## src/rtl/bcd_seg_scan.sv

```systemverilog
// ============================================================================
// Module      : bcd_seg_scan
// Description : Multiplexed 7-segment scanner for a packed BCD word with
//               prescaled digit slots, dead time, leading-zero blanking and
//               frame-aligned (tear-free) display updates.
// Revision    : 1.0 - initial release
// ============================================================================
`default_nettype none

module bcd_seg_scan #(
    parameter int DIGITS = 3,
    parameter int DIV    = 1000,
    parameter int BLANK  = 8,
    parameter int LZB    = 1
) (
    input  logic                  clk,
    input  logic                  rst,
    input  logic                  en,
    input  logic                  load,
    input  logic [4*DIGITS-1:0]   bcd,
    output logic [6:0]            seg,
    output logic [DIGITS-1:0]     an,
    output logic                  frame_done
);

    localparam int CW = (DIV > 2) ? $clog2(DIV) : 1;
    localparam int IW = (DIGITS > 1) ? $clog2(DIGITS) : 1;

    localparam logic [CW-1:0] c_CNT_LAST = CW'(DIV - 1);
    localparam logic [CW-1:0] c_GAP_LAST = CW'(BLANK - 1);
    localparam logic [IW-1:0] c_IDX_LAST = IW'(DIGITS - 1);

    localparam logic [1:0] S_IDLE  = 2'd0;
    localparam logic [1:0] S_GAP   = 2'd1;
    localparam logic [1:0] S_DRIVE = 2'd2;

    logic [1:0]            state_q, state_d;
    logic [CW-1:0]         cnt_q, cnt_d;
    logic [IW-1:0]         idx_q, idx_d;
    logic [4*DIGITS-1:0]   pending_q, pending_d;
    logic [4*DIGITS-1:0]   shadow_q, shadow_d;
    logic [6:0]            seg_q, seg_d;
    logic [DIGITS-1:0]     an_q, an_d;
    logic                  fd_q, fd_d;

    logic [DIGITS-1:0]     w_show;
    logic                  w_acc;
    logic [4*DIGITS-1:0]   w_frame_val;

    function automatic logic [6:0] seg_decode(input logic [3:0] nib);
        logic [6:0] s;
        case (nib)
            4'd0:    s = 7'h3F;
            4'd1:    s = 7'h06;
            4'd2:    s = 7'h5B;
            4'd3:    s = 7'h4F;
            4'd4:    s = 7'h66;
            4'd5:    s = 7'h6D;
            4'd6:    s = 7'h7D;
            4'd7:    s = 7'h07;
            4'd8:    s = 7'h7F;
            4'd9:    s = 7'h6F;
            default: s = 7'h40;
        endcase
        return s;
    endfunction

    // A load landing on the frame-start edge goes straight into the new frame.
    assign w_frame_val = load ? bcd : pending_q;

    always_comb begin
        state_d   = state_q;
        cnt_d     = cnt_q;
        idx_d     = idx_q;
        shadow_d  = shadow_q;
        pending_d = load ? bcd : pending_q;
        fd_d      = 1'b0;
        if (!en) begin
            state_d = S_IDLE;
            cnt_d   = '0;
            idx_d   = '0;
        end else begin
            case (state_q)
                S_IDLE: begin
                    state_d  = S_GAP;
                    cnt_d    = '0;
                    idx_d    = '0;
                    shadow_d = w_frame_val;
                end
                S_GAP: begin
                    cnt_d = cnt_q + CW'(1);
                    if (cnt_q == c_GAP_LAST) begin
                        state_d = S_DRIVE;
                    end
                end
                S_DRIVE: begin
                    if (cnt_q == c_CNT_LAST) begin
                        state_d = S_GAP;
                        cnt_d   = '0;
                        if (idx_q == c_IDX_LAST) begin
                            idx_d    = '0;
                            shadow_d = w_frame_val;
                            fd_d     = 1'b1;
                        end else begin
                            idx_d = idx_q + IW'(1);
                        end
                    end else begin
                        cnt_d = cnt_q + CW'(1);
                    end
                end
                default: begin
                    state_d = S_IDLE;
                    cnt_d   = '0;
                    idx_d   = '0;
                end
            endcase
        end
    end

    // Walk from the MS digit down: a digit shows once any digit at or above it is non-zero.
    always_comb begin
        w_show = '0;
        w_acc  = 1'b0;
        for (int i = DIGITS - 1; i >= 0; i--) begin
            w_acc     = w_acc | (shadow_d[4*i +: 4] != 4'd0);
            w_show[i] = (i == 0) || (LZB == 0) || w_acc;
        end
    end

    // Outputs are derived from the next state so they line up with the registered state.
    always_comb begin
        seg_d = '0;
        an_d  = '0;
        if (state_d == S_DRIVE) begin
            for (int i = 0; i < DIGITS; i++) begin
                if (idx_d == IW'(i)) begin
                    an_d[i] = 1'b1;
                    if (w_show[i]) begin
                        seg_d = seg_decode(shadow_d[4*i +: 4]);
                    end
                end
            end
        end
    end

    always_ff @(posedge clk or negedge rst) begin
        if (!rst) begin
            state_q   <= S_IDLE;
            cnt_q     <= '0;
            idx_q     <= '0;
            pending_q <= '0;
            shadow_q  <= '0;
            seg_q     <= '0;
            an_q      <= '0;
            fd_q      <= 1'b0;
        end else begin
            state_q   <= state_d;
            cnt_q     <= cnt_d;
            idx_q     <= idx_d;
            pending_q <= pending_d;
            shadow_q  <= shadow_d;
            seg_q     <= seg_d;
            an_q      <= an_d;
            fd_q      <= fd_d;
        end
    end

    assign seg        = seg_q;
    assign an         = an_q;
    assign frame_done = fd_q;

endmodule

`default_nettype wire

```

## config.mk

```make
export PLATFORM = sky130hd
export DESIGN_NAME = bcd_seg_scan
export DESIGN_NICKNAME = d
export VERILOG_FILES = /design/src/rtl/bcd_seg_scan.sv
export SDC_FILE = /design/constraint.sdc
export NUM_CORES = 1
export LEC_CHECK = 0
export CAP_MARGIN = 0
export CORE_ASPECT_RATIO = 0.5
export CORE_MARGIN = 2
export CORE_UTILIZATION = 49
export CTS_CLUSTER_SIZE = 28
export DETAILED_ROUTE_END_ITERATION = 16
export PLACE_DENSITY_LB_ADDON = 0.05
export SLEW_MARGIN = 20
export SYNTH_ARGS = -nofsm -noshare
export SYNTH_HDL_FRONTEND = slang
export SYNTH_SLANG_ARGS = --single-unit
```

## constraint.sdc

```tcl
create_clock -name clk -period 5.6 [get_ports clk]
set_input_delay 0.56 -clock clk [delete_from_list [all_inputs] [get_ports clk]]
set_output_delay 0.56 -clock clk [all_outputs]
set_load 0.01 [all_outputs]
```

Word level (Yosys, flattened, before mapping)
Memory sizes are Yosys's and may differ from the RTL's.
Index checks and enable logic that the tools add are counted.

storage, ports and cells
  logic and storage cells = 56
  memories kept = 3
  memory bits (read-only) = 336
  bits in writable memories = 0
  register bits = 49
  input port bits = 16
  bits in latches = 0
  output and inout bits = 11

memories
  memory           depth  width  rd ports  clocked after memory_dff  write ports  RTL line  source
  (no name shown)  16     7      1         0                         0            52        case (nib)
  (no name shown)  16     7      1         0                         0            52
  (no name shown)  16     7      1         0                         0            52

cells by class
  divide/modulo/power cells = 0
  eq/ne operators = 8
  shift operators = 0
  $lt $le $gt $ge = 0
  add/sub/neg operators = 2
  multipliers = 0
  reductions and logical operators = 4
  bitwise gates (word level) = 1
  muxes and demuxes = 30

operators by type and width
  operator               count
  $mux 12                4
  $mux 7                 6
  $pmux 12 s2            1
  $mux 10                2
  $pmux 10 s2            1
  $mux 2                 6
  $add 10x1->10 const B  1
  $eq 10x10->1 const B   1
  $eq 10x3->1 const B    1
  $eq 2x2->1 const B     4
  $reduce_bool 4->1      2
  $mux 1                 7
  $pmux 2 s3             1
  $eq 2x1->1 const B     2
  $logic_not 2->1        2
  $pmux 2 s2             1
  $mux 3                 1
  $add 2x1->2 const B    1
  $or 1x1->1             1

Logic depth before layout (Yosys ltp)
Gate-level depths: netlist of the first run.

  depth after elaboration = 12
  mapped depth = 16
  depth with buffers taken out = 14

Least setup slack after synthesis of the first run
Ideal clock, no wire load.

  path type = flip-flop to flip-flop
  from = register state_q[0]
  to = register seg_q[6], in the netlist seg[6]
  data arrival time = 2.843 ns
  path slack = 2.617 ns
  required time = 5.460 ns
  cell stages (with the launch flop) = 17
  library setup time = 0.140 ns
  clock period less this slack = 2.983 ns
  buffers on the path = 2
  cells stage by stage = dfrtp_1 inv_1 ha_1 buf_2 and4b_1 and4_1 buf_6 nor2_4 nand2_1 nand2_1 inv_1 ha_1 inv_1 a221oi_4 or2_1 a2111oi_0 a311oi_1

on the way
  longest elaborated chain between the ends = 10
  elaborated cells on any way between the ends = 27
  classes of those cells = 5 x eq/ne; 14 x mux; 1 x bitwise; 4 x reduce/logical; 3 x memory

RTL lines
  element                                        RTL line  source
  start, declared                                37        logic [1:0] state_q, state_d;
  start signal, assigned                         157       state_q <= state_d;
  $eq 2x2->1 or $logic_not 2->1 (tied branches)  83        case (state_q)
  $pmux 12 s2 *                                  83
  $mux 12 *                                      78        if (!en) begin
  net shadow_d[9]                                41        logic [4*DIGITS-1:0] shadow_q, shadow_d;
  $reduce_bool 4->1                              125       w_acc = w_acc | (shadow_d[4*i +: 4] != 4'd0);
  $or 1x1->1                                     125
  $mux 7                                         138       if (w_show[i]) begin
  $mux 7                                         136       if (idx_d == IW'(i)) begin
  $mux 7                                         138
  $mux 7 *                                       136
  $mux 7 *                                       134       if (state_d == S_DRIVE) begin
  net seg_d[6]                                   42        logic [6:0] seg_q, seg_d;
  end signal, assigned                           162       seg_q <= seg_d;
  end, declared                                  42

The timed path passes the listed nets; every way through them passes the cells marked *.

Worst setup path after layout of the first run
  from = input en
  to = register seg_q[6], in the netlist seg[6]

on the way
  longest elaborated chain between the ends = 8
  elaborated cells on any way between the ends = 19
  classes of those cells = 3 x eq/ne; 9 x mux; 1 x bitwise; 3 x reduce/logical; 3 x memory

RTL lines
  element            RTL line  source
  start, declared    18        input logic en,
  $mux 12 *          78
  net shadow_d[9]    41
  $reduce_bool 4->1  125
  $or 1x1->1         125
  $mux 7             138
  $mux 7             136
  $mux 7             138
  $mux 7 *           136
  $mux 7 *           134
  net seg_d[6]       42

Marked as above.

==> run summary, run 1 <==
Number of fill cells -> 512
Global-route wire length before repair -> 11,300 microns
Min Tclk post-route -> 3480 ps
CTS sink count -> 49
Switch share -> 31.1%
DR pass1 iterations -> 5
CP Data Required Time -> 5790 ps
Post CTS Setup Buffer Count -> 0
IO Port Bufs -> 26
Vias -> 2,429
Arrival @ worst endpoint -> 3670 ps
Leading cell type in the layout, fill and taps excluded -> dfrtp_1
Static Leakage -> 1.54 nW
Skew-Pair Late Insertion Delay -> 290 ps
Fin. Hold Viols -> 0
Clock Tree Root -> clkbuf_16
ANT cells -> 0
Fin Hold WS -> 287 ps
I/O pin cnt -> 27
Prevailing post-synth register cell -> dfrtp_1
Status -> completed
Yosys reg bits -> 49
Die Width -> 115 microns
Unique cell type count in the Yosys netlist -> 65
Die Ht -> 59.7 microns
Post-route ant nets -> 0
Reg power frac -> 41.9%
Max Cap Viol -> 0
WL/cell -> 15.9 microns
Critical path class -> input port to register
Worst-path clk slew -> 70 ps
Final setup fails -> 0
Nets -> 364
EDFF count, synth -> 0
TritonCTS clock tree -> built
DP HPWL -> 4960 microns
Share of layout cells above drive strength 1 -> 9.34%
Crit path launch type -> input port
Sequential fraction of the synthesis area -> 40.3%
Yosys synthesis warning count -> 0
GRT Residual Overflow -> 0
Most frequent cells in the layout -> 49 x dfrtp_1, 27 x nor2_1, 25 x clkdlybuf4s50_1
Psw -> 0.000291 W
Post-Syn Nets -> 345
Final period util -> 62.2%
Clock power frac -> 32.4%
Dpl ws -> 1930 ps
Hold buffer count at cts -> 0
Sum Neg Setup Slack -> 0 ps
Mapped cell area -> 3040 sq um
Largest net degree at the start of global routing -> 50
Worst slew margin -> 39.4%
Final setup margin -> 2120 ps
DRC -> 0
Resized Gates After CTS -> 0
Core area -> 6030 sq um
Peak VDD IR -> 0.000158 V
Worst hold-check path type -> input port to asynchronous set/reset pin
Pint -> 0.000644 W
Vias in the first global route -> 2,386
CTS max path bufs -> 2
Drt total wl -> 6690 microns
Syn Inst Count -> 313
Avg Synthesized Cell Area -> 9.72 sq um
Die ar. -> 6890 sq um
Routability cong. -> 0.883
Gate power share -> 25.8%
F_max -> 287 MHz
Pwr dens -> 270 nW/um^2
Routed vias/inst -> 5.78
Initial Utilization -> 50.5%
Max Clock Skew -> 5.98 ps
Iteration-0 DRC Markers -> 116
Post-synth ARST share -> 100%
Crit path max fanout -> 9
Final Max Tran Viols -> 0
GRT Total Usage -> 21.4%
RSZ-0062 raised after global routing -> false
TritonCTS buffer count -> 5
Setup crit end kind -> register
Initial antenna violation count -> 0
Worst-margin pin slew -> 909 ps
H-tree depth -> 2
Std-Cell Rows -> 20
Area grow syn2layout -> 13.9%
flip-flops by register name, indices dropped and copies added (netlist names):
name,flops
seg,7
shadow_q,12
an,3
pending_q,12
idx_q,2
cnt_q,10
state_q,2
frame_done,1
final timing paths:
check / start / end / slack, ps / cells past startpoint
worst min register to register: cnt_q[0] / cnt_q[0] / 500 / 1
max in group asynchronous: rst / shadow_q[2] / 4890 / 1
worst max register to register: state_q[0] / seg[6] / 2130 / 14
worst min-delay path: rst / pending_q[8] / 290 / 1
worst max-delay path: en / seg[6] / 2120 / 13
min in group clk: cnt_q[0] / cnt_q[0] / 500 / 1
through the flow:
| step | instances | cell area (sq um) | power, W | utilization (%) |
|---|---|---|---|---|
| 6_report | 420 | 3460 | 0.000935 | 57.4 |
| 5_1_grt | 420 | 3460 | 0.000985 | 57.4 |
| 4_1_cts | 420 | 3460 | 0.000940 | 57.4 |
| 3_5_place_dp | 413 | 3320 | 0.000635 | 55.0 |
| 3_3_place_gp | 413 | 3320 | 0.000630 | 55.0 |
| 2_1_floorplan | 313 | 3040 | 0.000572 | - |
layout make-up:
class | instances | area [sq um] | area share (%)
tap | 88 | 110 | 3.18
timing repair buffer | 26 | 258 | 7.44
sequential | 49 | 1230 | 35.4
clock buffer | 7 | 143 | 4.12
multi-input combinational | 224 | 1630 | 47.1
inverter | 26 | 97.6 | 2.82
critical path, stage by stage:
cell             delay (ps)
clkdlybuf4s50_1         610
nand2_1                 260
nor2_1                  520
nor2_4                  150
nand2_1                 120
nand2_1                 130
inv_1                   110
ha_1                    210
inv_1                   100
a221oi_4                270
or2_1                   230
a2111oi_0               100
a311oi_1                300
synthesized netlist by cell type, types with 6 or more instances:
master    count  share of area, %
nand3_1       7               1.2
o211ai_1      6               1.5
nor2_1       27               3.3
o21ai_0      12               2.0
mux2i_1      12               3.9
a21oi_1      20               3.3
nand4_1       6               1.2
nand2_1      18               2.2
buf_2         8               1.3
ha_1         16               6.6
inv_1        23               2.8
dfrtp_1      49                40
o21ai_1       6              0.99
power by group through the flow:
stage / clock network [W] / logic [W] / registers [W]
after detailed placement: 0 / 0.000237 / 0.000398
after CTS: 0.000310 / 0.000238 / 0.000392
after global routing: 0.000323 / 0.000268 / 0.000394
after global placement: 0 / 0.000233 / 0.000398
after floorplan: 0 / 0.000178 / 0.000394
final: 0.000303 / 0.000241 / 0.000391
per-layer routing:
layer | part of all wire [%] | vias up | routed length (microns) | global-route usage, %
li1 | - | 1178 | - | -
met3 | 4.8 | 4 | 321 | 5.07
met2 | 46 | 47 | 3090 | 35.3
met5 | 0 | - | 0 | 0
met1 | 49 | 1200 | 3250 | 29.0
met4 | 0.46 | 0 | 31 | 4.82
logic make-up after synthesis:
logic type	count (synthesis)	synth area share (%)
AOI/OAI and AO/OA	93	23.0
and+or+nand+nor	91	16.2
DFF	49	40.3
buffers and inverters	40	6.13
muxes	17	5.80
adders and majority gates	16	6.58
xor gates and xnor gates	7	2.01
Note: power is estimated with default switching activity, not from simulation.
==> inputs of run 2 (changes only) <==
- clock period: 5.6 -> 2.9 ns (I/O delays scaled with it)
==> run 2 against run 1 <==
  * Count of clock-buffer cells in the layout is the same
  * Sequential share of layout area shrank 3.4 points
  * Setup slack lost 2000 ps
  * Cell count grew 8.8%
  * Global-route usage grew 0.29 points
  * Wire length grew 7.1%
  * Critical endpoint is now seg[2]
==> run summary, run 2 (synthesis results as in run 1) <==
RSZ-0062 raised after global routing -> false
Final Max Tran Viols -> 0
FF-to-FF End -> seg[2]
Fin. Hold Viols -> 0
Nets -> 400
Static Leakage -> 1.73 nW
Die Ht -> 59.7 microns
Share of layout cells above drive strength 1 -> 22.5%
Crit path max fanout -> 8
Vias in the first global route -> 2,415
Peak VDD IR -> 0.000297 V
Skew-Pair Late Insertion Delay -> 290 ps
Global-route wire length before repair -> 11,500 microns
Die Width -> 115 microns
Pwr dens -> 525 nW/um^2
R2r worst-path depth -> 11
Leading cell type in the layout, fill and taps excluded -> dfrtp_1
Switch share -> 30.1%
Area grow syn2layout -> 25.9%
Worst R2R Setup Slack -> 150 ps
Worst slew margin -> 53.2%
Psw -> 0.000606 W
Sum Neg Setup Slack -> 0 ps
Drt total wl -> 7160 microns
CTS max path bufs -> 2
Routability cong. -> 0.882
Min Tclk post-route -> 2750 ps
Post-route ant nets -> 0
Critical path class -> register to register
Worst hold-check path type -> input port to asynchronous set/reset pin
Most frequent cells in the layout -> 49 x dfrtp_1, 35 x buf_4, 27 x nor2_1
Vias -> 2,563
Reg power frac -> 37.6%
Iteration-0 DRC Markers -> 204
Largest regs -> pending_q: 12 flops, shadow_q: 12 flops, cnt_q: 10 flops
Routed vias/inst -> 5.61
TritonCTS clock tree -> built
CTS sink count -> 49
Initial antenna violation count -> 0
DP HPWL -> 5300 microns
Beginning of the worst register-to-register path -> state_q[0]
Final period util -> 94.7%
CP Data Required Time -> 3080 ps
ANT cells -> 0
Max Clock Skew -> 8.73 ps
DRC -> 0
Hold buffer count at cts -> 0
GRT Total Usage -> 21.7%
Final setup fails -> 0
TritonCTS buffer count -> 5
Largest net degree at the start of global routing -> 50
DR pass1 iterations -> 4
Gate power share -> 28.3%
F_max -> 364 MHz
Clock Tree Root -> clkbuf_16
Status -> completed
I/O pin cnt -> 27
Crit path launch type -> register
Arrival @ worst endpoint -> 2930 ps
Clock power frac -> 34.1%
Fin Hold WS -> 16.3 ps
Worst-margin pin slew -> 698 ps
Std-Cell Rows -> 20
Pint -> 0.00141 W
Max Cap Viol -> 0
Initial Utilization -> 50.5%
H-tree depth -> 2
GRT Residual Overflow -> 0
Setup crit end kind -> register
CP startpoint -> state_q[0]
IO Port Bufs -> 26
Die ar. -> 6890 sq um
Core area -> 6030 sq um
Worst-path clk slew -> 70 ps
WL/cell -> 15.7 microns
-- run 2: cell count changes in the layout (fill, tap and decap cells not counted), moves of 3 or more --
cell / delta
buf_4: +34
inv_1: -3
nand2_1: -3
nand2_2: +3
-- run 2: area by class of cell --
cell class | instances | area (sq um)
tap | 88 | 110
sequential | 49 | 1230
clock inverter | 1 | 30.0
timing repair buffer | 61 | 524
inverter | 26 | 101
clock buffer | 7 | 143
timing repair inverter | 1 | 5.00
multi-input combinational | 224 | 1690
fill | 498 | 2200
-- run 2: repair_timing --
action                                 4_1_cts  5_1_grt
setup buffers                                0        4
gates resized for setup                      0       17
endpoints found under the hold margin        0        0
setup endpoints to repair                    0        7
-- run 2: worst max-delay path, cell delays in order, from the launching register on --
cell,delay [ps]
dfrtp_1,420
inv_2,90
ha_2,190
and4b_1,280
nand4_4,190
buf_4,230
o21ai_1,210
nand2_2,170
buf_4,180
a41oi_4,280
nand3_1,130
a311oi_1,280
-- run 2: layer usage --
metal | global-route usage [%] | vias to the layer above | share of wire, %
li1 | - | 1247 | -
met1 | 31.2 | 1249 | 50
met2 | 34.2 | 61 | 44
met3 | 4.87 | 6 | 5.3
met4 | 3.96 | 0 | 0.80
met5 | 0 | - | 0
-- run 2: worst max-delay path by stage --
stage                     endpoint  slack, ps  cells past startpoint
after floorplan             seg[6]        0.8                     16
after global placement      seg[4]         70                     10
after detailed placement    seg[0]         10                     13
after CTS                   seg[0]          5                     14
after global routing        seg[3]         20                     11
final                       seg[2]        150                     11
-- run 2: per-stage QoR --
| stage | worst slack [ps] | util, % | cell area, sq um | power (W) | cells |
|---|---|---|---|---|---|
| finish | 155 | 63.5 | 3830 | 0.00201 | 457 |
| floorplan | 0.850 | - | 3050 | 0.00111 | 313 |
| global route | 17.7 | 63.5 | 3830 | 0.00211 | 457 |
| CTS | 4.73 | 62.0 | 3740 | 0.00199 | 452 |
| detailed placement | 12.0 | 59.1 | 3560 | 0.00130 | 444 |
| global placement | 67.8 | 59.1 | 3560 | 0.00130 | 444 |
-- run 2: power by group through the flow --
stage,combinational [W],sequential (W),clock (W)
CTS,0.000537,0.000755,0.000694
finish,0.000569,0.000757,0.000685
global placement,0.000529,0.000766,0
detailed placement,0.000534,0.000768,0
global route,0.000620,0.000760,0.000729
floorplan,0.000348,0.000762,0
==> inputs of run 3 (changes only) <==
- CORE_UTILIZATION: 49 -> 40
==> run 3 against run 2 <==
  * First-iteration DRC count decreased by 10%
  * Via count increased by 0.47%
  * Utilization decreased by 11 points
  * Clock skew decreased by 3.4 ps
  * Count of clock-buffer cells in the layout unchanged
  * Wire length increased by 7.2%
  * Setup slack got worse by 29 ps
  * Sequential power about the same
  * Critical path depth unchanged
  * Clock power about the same
  * Register-to-register slack got worse by 30 ps
  * Die area increased by 21%
  * Critical path type unchanged
  * Critical endpoint is now seg[4]
  * Largest cell class unchanged
==> run summary, run 3 (synthesis results as in run 1) <==
RSZ-0062 raised after global routing -> false
Clock Tree Root -> clkbuf_16
Core area -> 7350 sq um
Beginning of the worst register-to-register path -> cnt_q[0]
Top sig layer -> met4
Post-route insts no fill -> 469
Top cell by count, worst path -> buf_4
Routed vias/inst -> 5.49
DRC -> 0
Max incr delay on CP -> 410 ps
GRT Residual Overflow -> 0
Placed Instances -> 457
Met3 wire len -> 358 microns
Largest regs -> pending_q: 12 flops, shadow_q: 12 flops, cnt_q: 10 flops
Most frequent cells in the layout -> 49 x dfrtp_1, 41 x buf_4, 27 x nor2_1
H-tree depth -> 2
CP Data Required Time -> 3080 ps
TritonCTS clock tree -> built
IO Port Bufs -> 26
Share of layout cells above drive strength 1 -> 23.3%
Area grow syn2layout -> 27.2%
Global-route wire length before repair -> 12,700 microns
Worst hold-check path type -> input port to asynchronous set/reset pin
Cell area after placement -> 3610 sq um
Peak VDD IR -> 0.000254 V
Static Leakage -> 1.74 nW
Final period util -> 95.7%
Die ar. -> 8360 sq um
ANT cells -> 0
Max Clock Skew -> 5.36 ps
Crit path buf inv count -> 3
WL/cell -> 16.4 microns
Vias in the first global route -> 2,590
Critical path class -> register to register
Arrival @ worst endpoint -> 2950 ps
Sum Neg Setup Slack -> 0 ps
GRT Total Usage -> 19.4%
R2r worst-path depth -> 11
Crit path max fanout -> 7
Initial antenna violation count -> 0
Post-route cell area -> 3870 sq um
CP Cell Sequence -> ha_2 -> and4bb_2 -> and4_1 -> buf_4 -> o31ai_4 -> and2_4 -> clkinvlp_4 -> buf_4 -> o211a_1 -> o21a_1 -> o31a_1
Pwr dens -> 527 nW/um^2
CP startpoint -> cnt_q[0]
Final Max Tran Viols -> 0
Initial Utilization -> 41.4%
Worst path depth -> 11
Final setup fails -> 0
Min Tclk post-route -> 2770 ps
Post-route ant nets -> 0
Routed met1 length -> 3820 microns
Nets -> 404
Worst path top cell family by delay -> compound AO/OA/AOI/OAI gates
Crit path launch type -> register
Largest net degree at the start of global routing -> 50
Iteration-0 DRC Markers -> 183
I/O pin cnt -> 27
Skew-Pair Late Insertion Delay -> 290 ps
Leading cell type in the layout, fill and taps excluded -> dfrtp_1
TritonCTS buffer count -> 5
Std-Cell Rows -> 22
CTS sink count -> 49
Status -> completed
Worst-path clk slew -> 70 ps
Worst-margin pin slew -> 712 ps
Fin. Hold Viols -> 0
Worst slew margin -> 52.2%
Die Ht -> 65.7 microns
DP HPWL -> 5710 microns
Vias -> 2,575
Routability cong. -> 0.940
Die Width -> 127 microns
F_max -> 360 MHz
DR pass1 iterations -> 4
Critical-path top delay cell -> dfrtp_1
CTS max path bufs -> 2
Routed met2 length -> 3450 microns
Drt total wl -> 7670 microns
Max Cap Viol -> 0
Setup crit end kind -> register
-- run 3: repair_timing --
action | CTS | global route
buffers inserted | 0 | 4
gates resized for setup | 0 | 15
hold buffers | 0 | 0
endpoints found under the setup margin | 0 | 6
-- run 3: final cells by class --
class	instances	area, sq um
Timing Repair Buffer	66	558
Fill cell	673	3480
Sequential cell	49	1230
Multi-Input combinational cell	224	1690
Inverter	26	101
Clock inverter	1	30.0
Clock buffer	7	143
Tap cell	96	120
-- run 3: per-layer routing --
metal / up-vias / GRT usage (%)
met2: 48 / 30.9
met1: 1262 / 27.2
li1: 1261 / -
met3: 4 / 4.32
met4: 0 / 4.53
met5: - / 0
-- run 3: path summary, 6_finish.rpt --
check | end | slack [ps]
max | seg[4] | 130
min | pending_q[8] | 30
max reg2reg | seg[4] | 130
min in group clk | cnt_q[0] | 500
min reg2reg | cnt_q[0] | 500
max in group asynchronous | cnt_q[8] | 2450
-- run 3: stage by stage --
step,worst slack [ps],hold WS [ps],power (W),utilization (%)
floorplan,0.850,-5.59,0.00111,-
global placement,36.3,477,0.00131,49.1
detailed placement,32.7,498,0.00132,49.1
CTS,52.8,259,0.00202,51.5
global route,4.88,82.6,0.00216,52.7
finish,126,32.7,0.00204,52.7
-- run 3: worst register-to-register path, cell delays in order (launching register included) --
cell and delay [ps]:
dfrtp_1 410, ha_2 230, and4bb_2 270, and4_1 230, buf_4 190, o31ai_4 190, and2_4 200, clkinvlp_4 150
buf_4 180, o211a_1 200, o21a_1 190, o31a_1 250
-- run 3: power breakdown --
| part | total, W | switching, W | leakage (nW) | internal (W) |
|---|---|---|---|---|
| Combinational | 0.000596 | 0.000340 | 1.02 | 0.000256 |
| Clock | 0.000688 | 0.000256 | 0.0841 | 0.000431 |
| Sequential | 0.000757 | 0.0000226 | 0.635 | 0.000734 |
| Total | 0.00204 | 0.000619 | 1.74 | 0.00142 |
